## src/rtl/weight_rom_sequencer.sv

```systemverilog
// -----------------------------------------------------------------------------
// weight_rom_sequencer
//
// Purpose:
//   Streams one layer's convolution coefficients from a synchronous coefficient
//   ROM into the downstream ap_fifo weight stream. ROM addresses 0..KERN_SIZE-1
//   are generated and repeated for a run-time number of passes (one pass per
//   output tile). A 2-entry skid buffer absorbs the 1-cycle ROM read latency so
//   that backpressure on the weight FIFO never loses a coefficient.
//
// Ports:
//   ap_clk           in   1       clock, rising edge
//   ap_rst           in   1       asynchronous reset, active-high
//   ap_start         in   1       start request, only looked at in IDLE
//   num_passes       in   PASS_W  pass count, captured on start (0 means 1)
//   ap_done          out  1       one-cycle pulse at end of run
//   ap_idle          out  1       high while idle
//   weight_address   out  ADDR_W  ROM read address
//   weight_ce        out  1       ROM read enable (data returns next cycle)
//   weight_q         in   DATA_W  ROM read data
//   output_V_din     out  DATA_W  coefficient towards the weight FIFO
//   output_V_full_n  in   1       weight FIFO can accept a word
//   output_V_write   out  1       write strobe (transfer = write && full_n)
// -----------------------------------------------------------------------------
module weight_rom_sequencer #(
  parameter int KERN_SIZE = 288,
  parameter int DATA_W    = 16,
  parameter int ADDR_W    = (KERN_SIZE > 1) ? $clog2(KERN_SIZE) : 1,
  parameter int PASS_W    = 8
) (
  input  logic              ap_clk,
  input  logic              ap_rst,
  input  logic              ap_start,
  input  logic [PASS_W-1:0] num_passes,
  output logic              ap_done,
  output logic              ap_idle,
  output logic [ADDR_W-1:0] weight_address,
  output logic              weight_ce,
  input  logic [DATA_W-1:0] weight_q,
  output logic [DATA_W-1:0] output_V_din,
  input  logic              output_V_full_n,
  output logic              output_V_write
);

  typedef enum logic [1:0] {
    ST_IDLE  = 2'd0,
    ST_RUN   = 2'd1,
    ST_DRAIN = 2'd2,
    ST_DONE  = 2'd3
  } state_t;

  localparam logic [ADDR_W-1:0] LAST_ADDR = ADDR_W'(KERN_SIZE - 1);

  state_t state_reg;
  state_t state_next;

  // Address / pass bookkeeping
  logic [ADDR_W-1:0] addr_reg;
  logic [PASS_W-1:0] pass_reg;
  logic [PASS_W-1:0] passes_reg;

  // Skid buffer bookkeeping
  logic       inflight_reg;   // a read was issued last cycle, weight_q is valid now
  logic [1:0] count_reg;      // buffered words, 0..2
  logic       wr_ptr_reg;
  logic       rd_ptr_reg;

  logic       push;
  logic       pop;
  logic [1:0] count_after_pop;
  logic [1:0] committed;
  logic [1:0] count_next;
  logic       credit_ok;
  logic       start_accept;
  logic       addr_wrap;
  logic       last_pass;
  logic       last_read;

  // ---------------------------------------------------------------------------
  // Flow-control terms
  // ---------------------------------------------------------------------------
  assign output_V_write  = (count_reg != 2'd0);
  assign pop             = output_V_write && output_V_full_n;
  assign push            = inflight_reg;
  assign count_after_pop = count_reg - {1'b0, pop};
  // Every word already buffered (after this cycle's pop) or still coming back
  // from the ROM holds one of the two buffer slots; a new read needs a free one.
  assign committed       = count_after_pop + {1'b0, inflight_reg};
  assign credit_ok       = (committed <= 2'd1);
  assign count_next      = count_reg + {1'b0, push} - {1'b0, pop};

  assign start_accept    = (state_reg == ST_IDLE) && ap_start;
  assign addr_wrap       = (addr_reg == LAST_ADDR);
  assign last_pass       = (pass_reg == (passes_reg - PASS_W'(1)));
  assign last_read       = weight_ce && addr_wrap && last_pass;

  // ---------------------------------------------------------------------------
  // FSM: state register
  // ---------------------------------------------------------------------------
  always_ff @(posedge ap_clk or posedge ap_rst) begin
    if (ap_rst) begin
      state_reg <= ST_IDLE;
    end else begin
      state_reg <= state_next;
    end
  end

  // ---------------------------------------------------------------------------
  // FSM: next-state logic
  // ---------------------------------------------------------------------------
  always_comb begin
    state_next = state_reg;
    unique case (state_reg)
      ST_IDLE: begin
        if (ap_start) begin
          state_next = ST_RUN;
        end
      end
      ST_RUN: begin
        if (last_read) begin
          state_next = ST_DRAIN;
        end
      end
      ST_DRAIN: begin
        // Leave as soon as the final word is being transferred this cycle, so
        // ap_done lands on the cycle right after the last transfer.
        if ((count_next == 2'd0) && !inflight_reg) begin
          state_next = ST_DONE;
        end
      end
      ST_DONE: begin
        state_next = ST_IDLE;
      end
      default: begin
        state_next = ST_IDLE;
      end
    endcase
  end

  // ---------------------------------------------------------------------------
  // FSM: outputs
  // ---------------------------------------------------------------------------
  always_comb begin
    ap_idle   = 1'b0;
    ap_done   = 1'b0;
    weight_ce = 1'b0;
    unique case (state_reg)
      ST_IDLE:  ap_idle   = 1'b1;
      ST_RUN:   weight_ce = credit_ok;
      ST_DRAIN: weight_ce = 1'b0;
      ST_DONE:  ap_done   = 1'b1;
      default:  ap_idle   = 1'b0;
    endcase
  end

  assign weight_address = addr_reg;

  // ---------------------------------------------------------------------------
  // Address and pass counters; only issued reads advance them
  // ---------------------------------------------------------------------------
  always_ff @(posedge ap_clk or posedge ap_rst) begin
    if (ap_rst) begin
      addr_reg   <= '0;
      pass_reg   <= '0;
      passes_reg <= PASS_W'(1);
    end else if (start_accept) begin
      addr_reg   <= '0;
      pass_reg   <= '0;
      passes_reg <= (num_passes == '0) ? PASS_W'(1) : num_passes;
    end else if (weight_ce) begin
      if (addr_wrap) begin
        addr_reg <= '0;
        pass_reg <= pass_reg + PASS_W'(1);
      end else begin
        addr_reg <= addr_reg + ADDR_W'(1);
      end
    end
  end

  // ---------------------------------------------------------------------------
  // Skid buffer control: in-flight flag, occupancy and ring pointers
  // ---------------------------------------------------------------------------
  always_ff @(posedge ap_clk or posedge ap_rst) begin
    if (ap_rst) begin
      inflight_reg <= 1'b0;
      count_reg    <= 2'd0;
      wr_ptr_reg   <= 1'b0;
      rd_ptr_reg   <= 1'b0;
    end else begin
      inflight_reg <= weight_ce;
      count_reg    <= count_next;
      if (push) begin
        wr_ptr_reg <= ~wr_ptr_reg;
      end
      if (pop) begin
        rd_ptr_reg <= ~rd_ptr_reg;
      end
    end
  end

  // ---------------------------------------------------------------------------
  // Skid buffer storage: one register per slot, written from weight_q
  // ---------------------------------------------------------------------------
  genvar gi;
  generate
    for (gi = 0; gi < 2; gi++) begin : g_entry
      logic [DATA_W-1:0] data_reg;
      always_ff @(posedge ap_clk or posedge ap_rst) begin
        if (ap_rst) begin
          data_reg <= '0;
        end else if (push && (wr_ptr_reg == 1'(gi))) begin
          data_reg <= weight_q;
        end
      end
    end
  endgenerate

  // Head of the buffer; always a register, so the FIFO never sees ROM timing.
  assign output_V_din = rd_ptr_reg ? g_entry[1].data_reg : g_entry[0].data_reg;

  // ---------------------------------------------------------------------------
  // The issue rule guarantees a free slot for every returning read.
  // ---------------------------------------------------------------------------
  a_no_overflow : assert property (@(posedge ap_clk) disable iff (ap_rst)
                                   !(push && !pop && (count_reg == 2'd2)));

endmodule

```

## config.mk

```make
export PLATFORM = sky130hd
export DESIGN_NAME = weight_rom_sequencer
export DESIGN_NICKNAME = d
export VERILOG_FILES = /design/src/rtl/weight_rom_sequencer.sv
export SDC_FILE = /design/constraint.sdc
export NUM_CORES = 1
export LEC_CHECK = 0
export CAP_MARGIN = 20
export CORE_UTILIZATION = 45
export CTS_CLUSTER_DIAMETER = 50
export DETAILED_ROUTE_END_ITERATION = 12
export DONT_BUFFER_PORTS = 1
export GPL_ROUTABILITY_DRIVEN = 0
export SYNTH_ARGS = -nofsm -noshare
export SYNTH_HDL_FRONTEND = slang
export SYNTH_SLANG_ARGS = --single-unit
```

## constraint.sdc

```tcl
create_clock -name ap_clk -period 4.08 [get_ports ap_clk]
set_input_delay 0.408 -clock ap_clk [delete_from_list [all_inputs] [get_ports ap_clk]]
set_output_delay 0.408 -clock ap_clk [all_outputs]
set_load 0.1 [all_outputs]
```

==> impl_results.md, run 1 <==
- Largest register FFs: 32
- Root buffer cell: clkbuf_8
- Die X: 85.5 µm
- Final WL: 5.71 mm
- Worst Path Max Fanout: 8
- Slew margin rel.: 33.8%
- Filler Cells Inserted: 627
- Crit-path cells: or2_2 -> and2_1 -> ha_1 -> inv_1 -> ha_1 -> xor3_1 -> nor4_4 -> o2111ai_1 -> a21oi_2 -> mux2_1
- Clk buf depth: 2
- HPWL after detailed placement: 3.96 mm
- Crit path buffers/inverters: 1
- Post-synth top cells: 63 x dfrtp_1, 48 x mux2_2, 28 x nand2_1
- Unrepaired setup endpoints after global routing: false
- I/O Buffers: 0
- Peak Freq: 290 MHz
- DR WL/cell: 15.8 µm
- Worst hold path class: in -> async
- Number of global-route vias before repair: 2106
- Largest area contributor in the netlist: dfrtp_1
- First-pass DRT Iterations: 4
- Slew @ Worst Pin: 0.993 ns
- Period Utilization, post-route: 84.4%
- Worst EP arrival: 3.67 ns
- Sequential cell area fraction in the yosys report: 51.1%
- Avg Inst Size Synth: 11.8 µm²
- Most common cell in the netlist: dfrtp_1
- Number of remaining DRC errors: 0
- Nets: 314
- Starting density of the core: 46.4%
- # setup viols final: 0
- CTS tree: yes
- Async set-or-reset flop fraction in the synthesized netlist: 100%
- Via count: 1947
- Largest stage delay, worst path: 0.53 ns
- Core Area: 6760 µm²
- Distinct cell type count after synthesis: 42
- Layout cells sized above 1: 29.4%
- Clk sinks: 64
- Num CTS Buffers: 9
- Routed Antenna Nets: 0
- Initial antenna violation count: 0
- DR vias/cell: 5.38
- Status: complete, no violations
- CP endpoint kind: flop
- Worst-Skew Late Latency: 0.35 ns
- Post-CTS Setup Repair Bufs: 0
- Initial DRC count: 65
- First-pass GRT wire length: 9.81 mm
- Area growth syn-to-layout: 10.8%
- Setup TNS: 0 ns
- Number of synthesized flops with an enable pin: 0
- Yosys warns: 0
- Most frequent CP cell: ha_1
- Reg clk slew, reported paths: 0.08 ns
- Syn Inst Count: 265
- DP Cell Count: 346
- Mapped Nets: 302
- Post-route minimum period: 3.44 ns
- H-tree Lvls: 3
- I/O pin cnt: 57
- Worst setup SP type: flop
- WP data required: 4.31 ns
- Top cells by area, synth: dfrtp_1 50%, mux2_2 17%, xor2_1 4.2%, xnor2_1 3.6%, ha_1 3.6%
- Clock skew: 0.00653 ns
- Pins over their slew limit: 0
- Largest net degree at the start of global routing: 37
- Main synth FF type: dfrtp_1
- Hold buffer count at cts: 0
- Antenna Cells: 0
- GRT Util Overall: 17.5%
- Grt ovf: 0
- Post-CTS sizing: 0
- Die height: 85.5 µm
- Die Area: 7310 µm²
- Rows: 30
- Worst Hold Margin: 0.0165 ns
- Number of cells on the critical path: 10
- CP top delay family: simple AND/OR/NAND/NOR gates
- Fin. Hold Viols: 0
- #FFs+latches synth: 64
- Max-cap violation count: 0
- Synth Cell Area: 3140 µm²
- Synth top area share: 50.2%
- CP max stage cell: or2_2
- R2r worst-path depth: 10
- Final std cells w/o fill: 362
- WS Path Type: reg -> reg
metal layers:
layer | vias up | wire length (µm) | GRT usage [%] | part of all wire (%)
li1 | 944 | - | - | -
met1 | 949 | 2520 | 21.7 | 44
met2 | 44 | 2790 | 28.9 | 49
met3 | 10 | 254 | 3.66 | 4.5
met4 | 0 | 136 | 9.09 | 2.4
met5 | - | 0 | 0 | 0
placed cells by master (no fill, tap or decap), types with 5 or more instances in the layout:
| cell type | count |
|---|---|
| nand2_1 | 28 |
| nor2_1 | 19 |
| clkbuf_8 | 9 |
| xnor2_1 | 13 |
| ha_1 | 9 |
| nand4_1 | 5 |
| buf_4 | 10 |
| mux2_2 | 48 |
| inv_1 | 8 |
| dfrtp_1 | 63 |
| xor2_1 | 15 |
metrics by stage:
stage	setup slack, ns	instance area, µm²	util [%]
after floorplan	0.370	3140	-
after CTS	0.624	3480	51.4
after detailed placement	0.644	3280	48.6
final	0.636	3480	51.4
after global routing	0.417	3480	51.4
after global placement	0.702	3280	48.6
path summary, 6_finish.rpt:
kind | from | to | slack (ns)
max | count_reg[1]$_DFF_PP0_ | state_reg[1]$_DFFE_PP0P_ | 0.64
min | ap_rst | g_entry[1].data_reg[4]$_DFFE_PP0P_ | 0.02
max reg2reg | count_reg[1]$_DFF_PP0_ | state_reg[1]$_DFFE_PP0P_ | 0.64
min reg2reg | wr_ptr_reg$_DFFE_PP0P_ | wr_ptr_reg$_DFFE_PP0P_ | 0.50
max in group asynchronous | ap_rst | inflight_reg$_DFF_PP0_ | 3.18
min in group ap_clk | num_passes[4] | passes_reg[4]$_DFFE_PP0P_ | 0.18
cells by family after synthesis:
logic type	after synthesis	share of synthesized area, %
compound gates	19	4.55
xor+xnor	29	8.57
fa+ha+maj	9	3.59
buf+inv	18	2.19
flops	64	51.1
mux	50	17.9
simple gates	76	12.1
area by class of cell:
class / count / area [µm²] / share of cell area (%)
clock buffers: 9 / 124 / 3.56
repair buffers: 10 / 75.1 / 2.16
clock inverters: 7 / 71.3 / 2.05
inverters: 9 / 33.8 / 0.972
well taps: 80 / 100 / 2.88
flip-flops and latches: 64 / 1600 / 46.1
multi-input cells: 183 / 1470 / 42.3
worst reg2reg max path, stage by stage, from the launching register on:
cell and delay, ns:
dfrtp_1 0.38, or2_2 0.53, and2_1 0.29, ha_1 0.27, inv_1 0.05, ha_1 0.14
xor3_1 0.34, nor4_4 0.52, o2111ai_1 0.25, a21oi_2 0.22, mux2_1 0.34
Power of run 1 is not shown: default switching activity piles up to over one toggle a cycle in this logic, so the estimate is an artifact.
==> run 2: changes to the inputs <==
==> constraint.sdc (replaced) <==
create_clock -name ap_clk -period 3.1 [get_ports ap_clk]
set_input_delay 0.31 -clock ap_clk [delete_from_list [all_inputs] [get_ports ap_clk]]
set_output_delay 0.31 -clock ap_clk [all_outputs]
set_load 0.1 [all_outputs]
==> impl_results.md, run 2 (same netlist as run 1, synthesis figures left out) <==
- Worst setup SP type: flop (unchanged)
- Met1 Usage GRT: 21.0% (was 21.7%)
- Worst-Skew Late Latency: 0.34 ns (was 0.35 ns)
- I/O Buffers: 0 (unchanged)
- Pins over their slew limit: 0 (unchanged)
- Antenna Cells: 0 (unchanged)
- Reg clk slew, reported paths: 0.07 ns (was 0.08 ns)
- Fin. Hold Viols: 0 (unchanged)
- Worst hold path class: in -> async (unchanged)
- Most frequent cells in the layout: 63 x dfrtp_1, 48 x mux2_2, 28 x nand2_1 (unchanged)
- Die X: 85.5 µm (unchanged)
- Reg area: 1600 µm² (unchanged)
- Final instance area: 3550 µm² (was 3480 µm²)
- Post-route minimum period: 2.83 ns
- Unrepaired setup endpoints after global routing: false (unchanged)
- DR WL/cell: 15.7 µm (was 15.8 µm)
- Cell Area, Placed: 3330 µm² (was 3280 µm²)
- Largest register FFs: 32 (unchanged)
- First-pass DRT Iterations: 4 (unchanged)
- Die height: 85.5 µm (unchanged)
- Max-cap violation count: 0 (unchanged)
- Starting density of the core: 46.4% (unchanged)
- Initial antenna violation count: 0 (unchanged)
- Period Utilization, post-route: 91.2%
- H-tree Lvls: 3 (unchanged)
- Hold buffer count at cts: 0 (unchanged)
- # setup viols final: 0 (unchanged)
- Clk sinks: 64 (unchanged)
- Layout cells sized above 1: 30.2% (was 29.4%)
- Nets: 320 (was 314)
- Multi-input logic area: 1480 µm² (was 1470 µm²)
- Met2 GRT Util: 28.7% (was 28.9%)
- Final WL: 5.79 mm (was 5.71 mm)
- Peak Freq: 354 MHz
- Commonest non-fill, non-tap cell in the layout: dfrtp_1 (unchanged)
- Rows: 30 (unchanged)
- Die Area: 7310 µm² (unchanged)
- First-pass GRT wire length: 9.67 mm (was 9.81 mm)
- Clk buf depth: 2 (unchanged)
- WP data required: 2.79 ns (was 4.31 ns)
- CP endpoint kind: output pin (was flop)
- GRT Util Overall: 17.6% (was 17.5%)
- Worst EP arrival: 2.52 ns (was 3.67 ns)
- DR vias/cell: 5.39 (was 5.38)
- Most used routing layer: met2 (unchanged)
- Slew margin rel.: 34.4% (was 33.8%)
- I/O pin cnt: 57 (unchanged)
- Largest net degree at the start of global routing: 43 (was 37)
- Root buffer cell: clkbuf_8 (unchanged)
- Number of global-route vias before repair: 2081 (was 2106)
- Post-CTS Setup Repair Bufs: 0 (unchanged)
- Filler Cells Inserted: 603 (was 627)
- Area growth syn-to-layout: 13.1% (was 10.8%)
- Fin util: 52.5% (was 51.4%)
- Post-CTS sizing: 0 (unchanged)
- Initial DRC count: 41 (was 65)
- Setup TNS: 0 ns (unchanged)
- Grt ovf: 0 (unchanged)
- Core Area: 6760 µm² (unchanged)
- CTS tree: yes (unchanged)
- Slew @ Worst Pin: 0.987 ns (was 0.993 ns)
- Num CTS Buffers: 9 (unchanged)
- Routed Antenna Nets: 0 (unchanged)
- Setup ws final: 0.274 ns (was 0.636 ns)
- Worst Path Max Fanout: 8 (unchanged)
- HPWL after detailed placement: 4.09 mm (was 3.96 mm)
- Number of remaining DRC errors: 0 (unchanged)
- Clock skew: 0.00848 ns (was 0.00653 ns)
- Status: complete, no violations (unchanged)
- Via count: 1984 (was 1947)
- Dpl ws: 0.327 ns (was 0.644 ns)
- Met3 usage: 4.72% (was 3.66%)
- WS Path Type: reg -> out (was reg -> reg)
run 2: per-stage QoR:
| stage | hold slack [ns] | std cells |
|---|---|---|
| finish | 0.0308 | 368 |
| global route | 0.0862 | 368 |
| CTS | 0.0612 | 368 |
| detailed placement | 0.422 | 352 |
| global placement | 0.421 | 352 |
| floorplan | 0.415 | 265 |
run 2: final timing paths:
check,slack [ns],cells after the start,startpoint,end
setup / recovery,0.27,8,count_reg[1]$_DFF_PP0_,weight_ce
setup reg to reg,0.34,10,count_reg[1]$_DFF_PP0_,state_reg[1]$_DFFE_PP0P_
max in group asynchronous,2.23,2,ap_rst,state_reg[0]$_DFFE_PP0P_
hold reg to reg,0.50,1,g_entry[0].data_reg[12]$_DFFE_PP0P_,g_entry[0].data_reg[12]$_DFFE_PP0P_
min in group ap_clk,0.08,2,num_passes[6],passes_reg[6]$_DFFE_PP0P_
hold / removal,0.03,1,ap_rst,g_entry[1].data_reg[3]$_DFFE_PP0P_
run 2: routing by layer:
layer,vias up,routed length [µm]
li1,951,-
met1,977,2510
met2,47,2850
met3,9,303
met4,0,119
met5,-,0
run 2: worst max-delay path: stages, from the launching register on:
cell and delay [ns]:
dfrtp_1 0.38, or2_4 0.25, and2_1 0.18, ha_1 0.27, inv_1 0.05, ha_1 0.14, xor3_2 0.34, nor2_4 0.24
buf_4 0.33
run 2: final cells by class:
type | count | share of cell area [%]
Clock buffer | 13 | 4.20
Timing Repair Buffer | 16 | 3.39
Multi-Input combinational cell | 183 | 41.6
Inverter | 9 | 0.952
Clock inverter | 3 | 1.83
Tap cell | 80 | 2.82
Sequential cell | 64 | 45.2
Power of run 2 is left out for the same reason.
==> run 3: changes to the inputs <==
--- a/config.mk
+++ b/config.mk
@@ -14,3 +14,4 @@
 export SYNTH_ARGS = -nofsm -noshare
 export SYNTH_HDL_FRONTEND = slang
 export SYNTH_SLANG_ARGS = --single-unit
+export TNS_END_PERCENT = 10
==> constraint.sdc (replaced) <==
create_clock -name ap_clk -period 3.1 [get_ports ap_clk]
set_input_delay 0.31 -clock ap_clk [delete_from_list [all_inputs] [get_ports ap_clk]]
set_output_delay 0.31 -clock ap_clk [all_outputs]
set_load 0.02 [all_outputs]
==> impl_results.md, run 3 (same netlist as run 1, synthesis figures left out) <==
- I/O pin cnt: 57 (unchanged)
- Reg area: 1600 µm² (unchanged)
- Worst-Skew Late Latency: 0.34 ns (about the same)
- Final WL: 5.79 mm (about the same)
- Period Utilization, post-route: 92.6% (was 91.2%)
- First-pass DRT Iterations: 4 (unchanged)
- PwrDens: 1030 nW/µm²
- Slew @ Worst Pin: 0.760 ns (was 0.987 ns)
- Die height: 85.5 µm (unchanged)
- Clk buf depth: 2 (unchanged)
- Antenna Cells: 0 (unchanged)
- DR vias/cell: 5.49 (was 5.39)
- Worst IR Drop VDD: 0.297 mV
- Filler Cells Inserted: 615 (was 603)
- Nets: 311 (was 320)
- Initial DRC count: 28 (was 41)
- Reg clk slew, reported paths: 0.07 ns (about the same)
- Rows: 30 (unchanged)
- Peak Freq: 348 MHz (was 354 MHz)
- Layout cells sized above 1: 27.4% (was 30.2%)
- Fin. Hold Viols: 0 (unchanged)
- Clk sinks: 64 (unchanged)
- Starting density of the core: 46.4% (unchanged)
- Area growth syn-to-layout: 8.93% (was 13.1%)
- Root buffer cell: clkbuf_8 (unchanged)
- Commonest non-fill, non-tap cell in the layout: dfrtp_1 (unchanged)
- Num CTS Buffers: 9 (unchanged)
- Number of remaining DRC errors: 0 (unchanged)
- Number of global-route vias before repair: 2064 (was 2081)
- HPWL after detailed placement: 4.07 mm (was 4.09 mm)
- WP data required: 2.79 ns (about the same)
- Max-cap violation count: 0 (unchanged)
- Worst hold path class: in -> reg (was in -> async)
- WS Path Type: reg -> out (unchanged)
- Hold buffer count at cts: 1 (was 0)
- Largest net degree at the start of global routing: 43 (unchanged)
- Via count: 1960 (was 1984)
- Grt ovf: 0 (unchanged)
- Clock skew: 0.00913 ns (was 0.00848 ns)
- Largest register FFs: 32 (unchanged)
- GRT Util Overall: 17.7% (was 17.6%)
- # setup viols final: 0 (unchanged)
- H-tree Lvls: 3 (unchanged)
- First-pass GRT wire length: 9.83 mm (was 9.67 mm)
- Worst setup SP type: flop (unchanged)
- Core Area: 6760 µm² (unchanged)
- Most frequent cells in the layout: 63 x dfrtp_1, 48 x mux2_2, 28 x nand2_1 (unchanged)
- Worst EP arrival: 2.56 ns (was 2.52 ns)
- I/O Buffers: 0 (unchanged)
- Final std cells w/o fill: 357 (was 368)
- Status: complete, no violations (unchanged)
- Die X: 85.5 µm (unchanged)
- Multi-input logic area: 1470 µm² (was 1480 µm²)
- Slew margin rel.: 49.4% (was 34.4%)
- Worst Path Max Fanout: 6 (was 8)
- Post-CTS Setup Repair Bufs: 0 (unchanged)
- CTS tree: yes (unchanged)
- Setup TNS: 0 ns (unchanged)
- Routed Antenna Nets: 0 (unchanged)
- DR WL/cell: 16.2 µm (was 15.7 µm)
- Pins over their slew limit: 0 (unchanged)
- DP Cell Count: 342 (was 352)
- Post-CTS sizing: 0 (unchanged)
- Pleak: 1.52 nW
- CP endpoint kind: output pin (unchanged)
- Die Area: 7310 µm² (unchanged)
- Initial antenna violation count: 0 (unchanged)
- Worst Hold Margin: 0.0871 ns (was 0.0308 ns)
- Post-route minimum period: 2.87 ns (was 2.83 ns)
- Unrepaired setup endpoints after global routing: false (unchanged)
## run 3: layout make-up
type                            instances  share of cell area (%)
Multi-Input combinational cell        183                    42.9
Clock buffer                           10                    4.03
Sequential cell                        64                    46.9
Inverter                                9                   0.988
Clock inverter                          4                   0.659
Tap cell                               80                    2.93
Timing Repair Buffer                    7                    1.61
## run 3: final timing paths
| path | to | slack, ns | start | cells past startpoint |
|---|---|---|---|---|
| max in group asynchronous | g_entry[1].data_reg[4]$_DFFE_PP0P_ | 1.76 | ap_rst | 3 |
| max | weight_ce | 0.23 | count_reg[1]$_DFF_PP0_ | 8 |
| min in group asynchronous | weight_address[3]$_DFFE_PP0P_ | 0.46 | ap_rst | 2 |
| min | passes_reg[7]$_DFFE_PP0P_ | 0.09 | num_passes[7] | 2 |
| min reg2reg | g_entry[1].data_reg[5]$_DFFE_PP0P_ | 0.50 | g_entry[1].data_reg[5]$_DFFE_PP0P_ | 1 |
| max reg2reg | state_reg[1]$_DFFE_PP0P_ | 0.24 | count_reg[1]$_DFF_PP0_ | 10 |
## run 3: worst max-delay path, cell delays in order (launching register included)
cell     delay, ns
dfrtp_1       0.38
or2_2         0.30
and2_1        0.18
ha_1          0.27
inv_1         0.06
ha_1          0.14
xor3_1        0.33
nor2_1        0.34
buf_4         0.23
## run 3: routing by layer
layer / wire [µm] / vias up / global-route usage (%)
met5: 0 / - / 0
met4: 155 / 0 / 10.5
met3: 298 / 14 / 5.10
met2: 2670 / 50 / 27.6
met1: 2660 / 964 / 22.0
li1: - / 932 / -
## run 3: power breakdown
part	switching, mW	internal, mW
clock	0.302	0.298
combinational	0.782	0.686
sequential	0.283	1.17
total	1.37	2.16
## run 3: metrics by stage
stage | utilization, % | power (mW) | cell area (µm²) | setup slack [ns]
after floorplan | - | 2.66 | 3140 | 0.154
after global placement | 48.1 | 2.92 | 3250 | 0.337
after detailed placement | 48.1 | 2.96 | 3250 | 0.235
after CTS | 50.6 | 3.57 | 3420 | 0.194
after global routing | 50.6 | 3.76 | 3420 | 0.0634
final | 50.6 | 3.53 | 3420 | 0.229
Note: power is estimated with default switching activity, not from simulation.
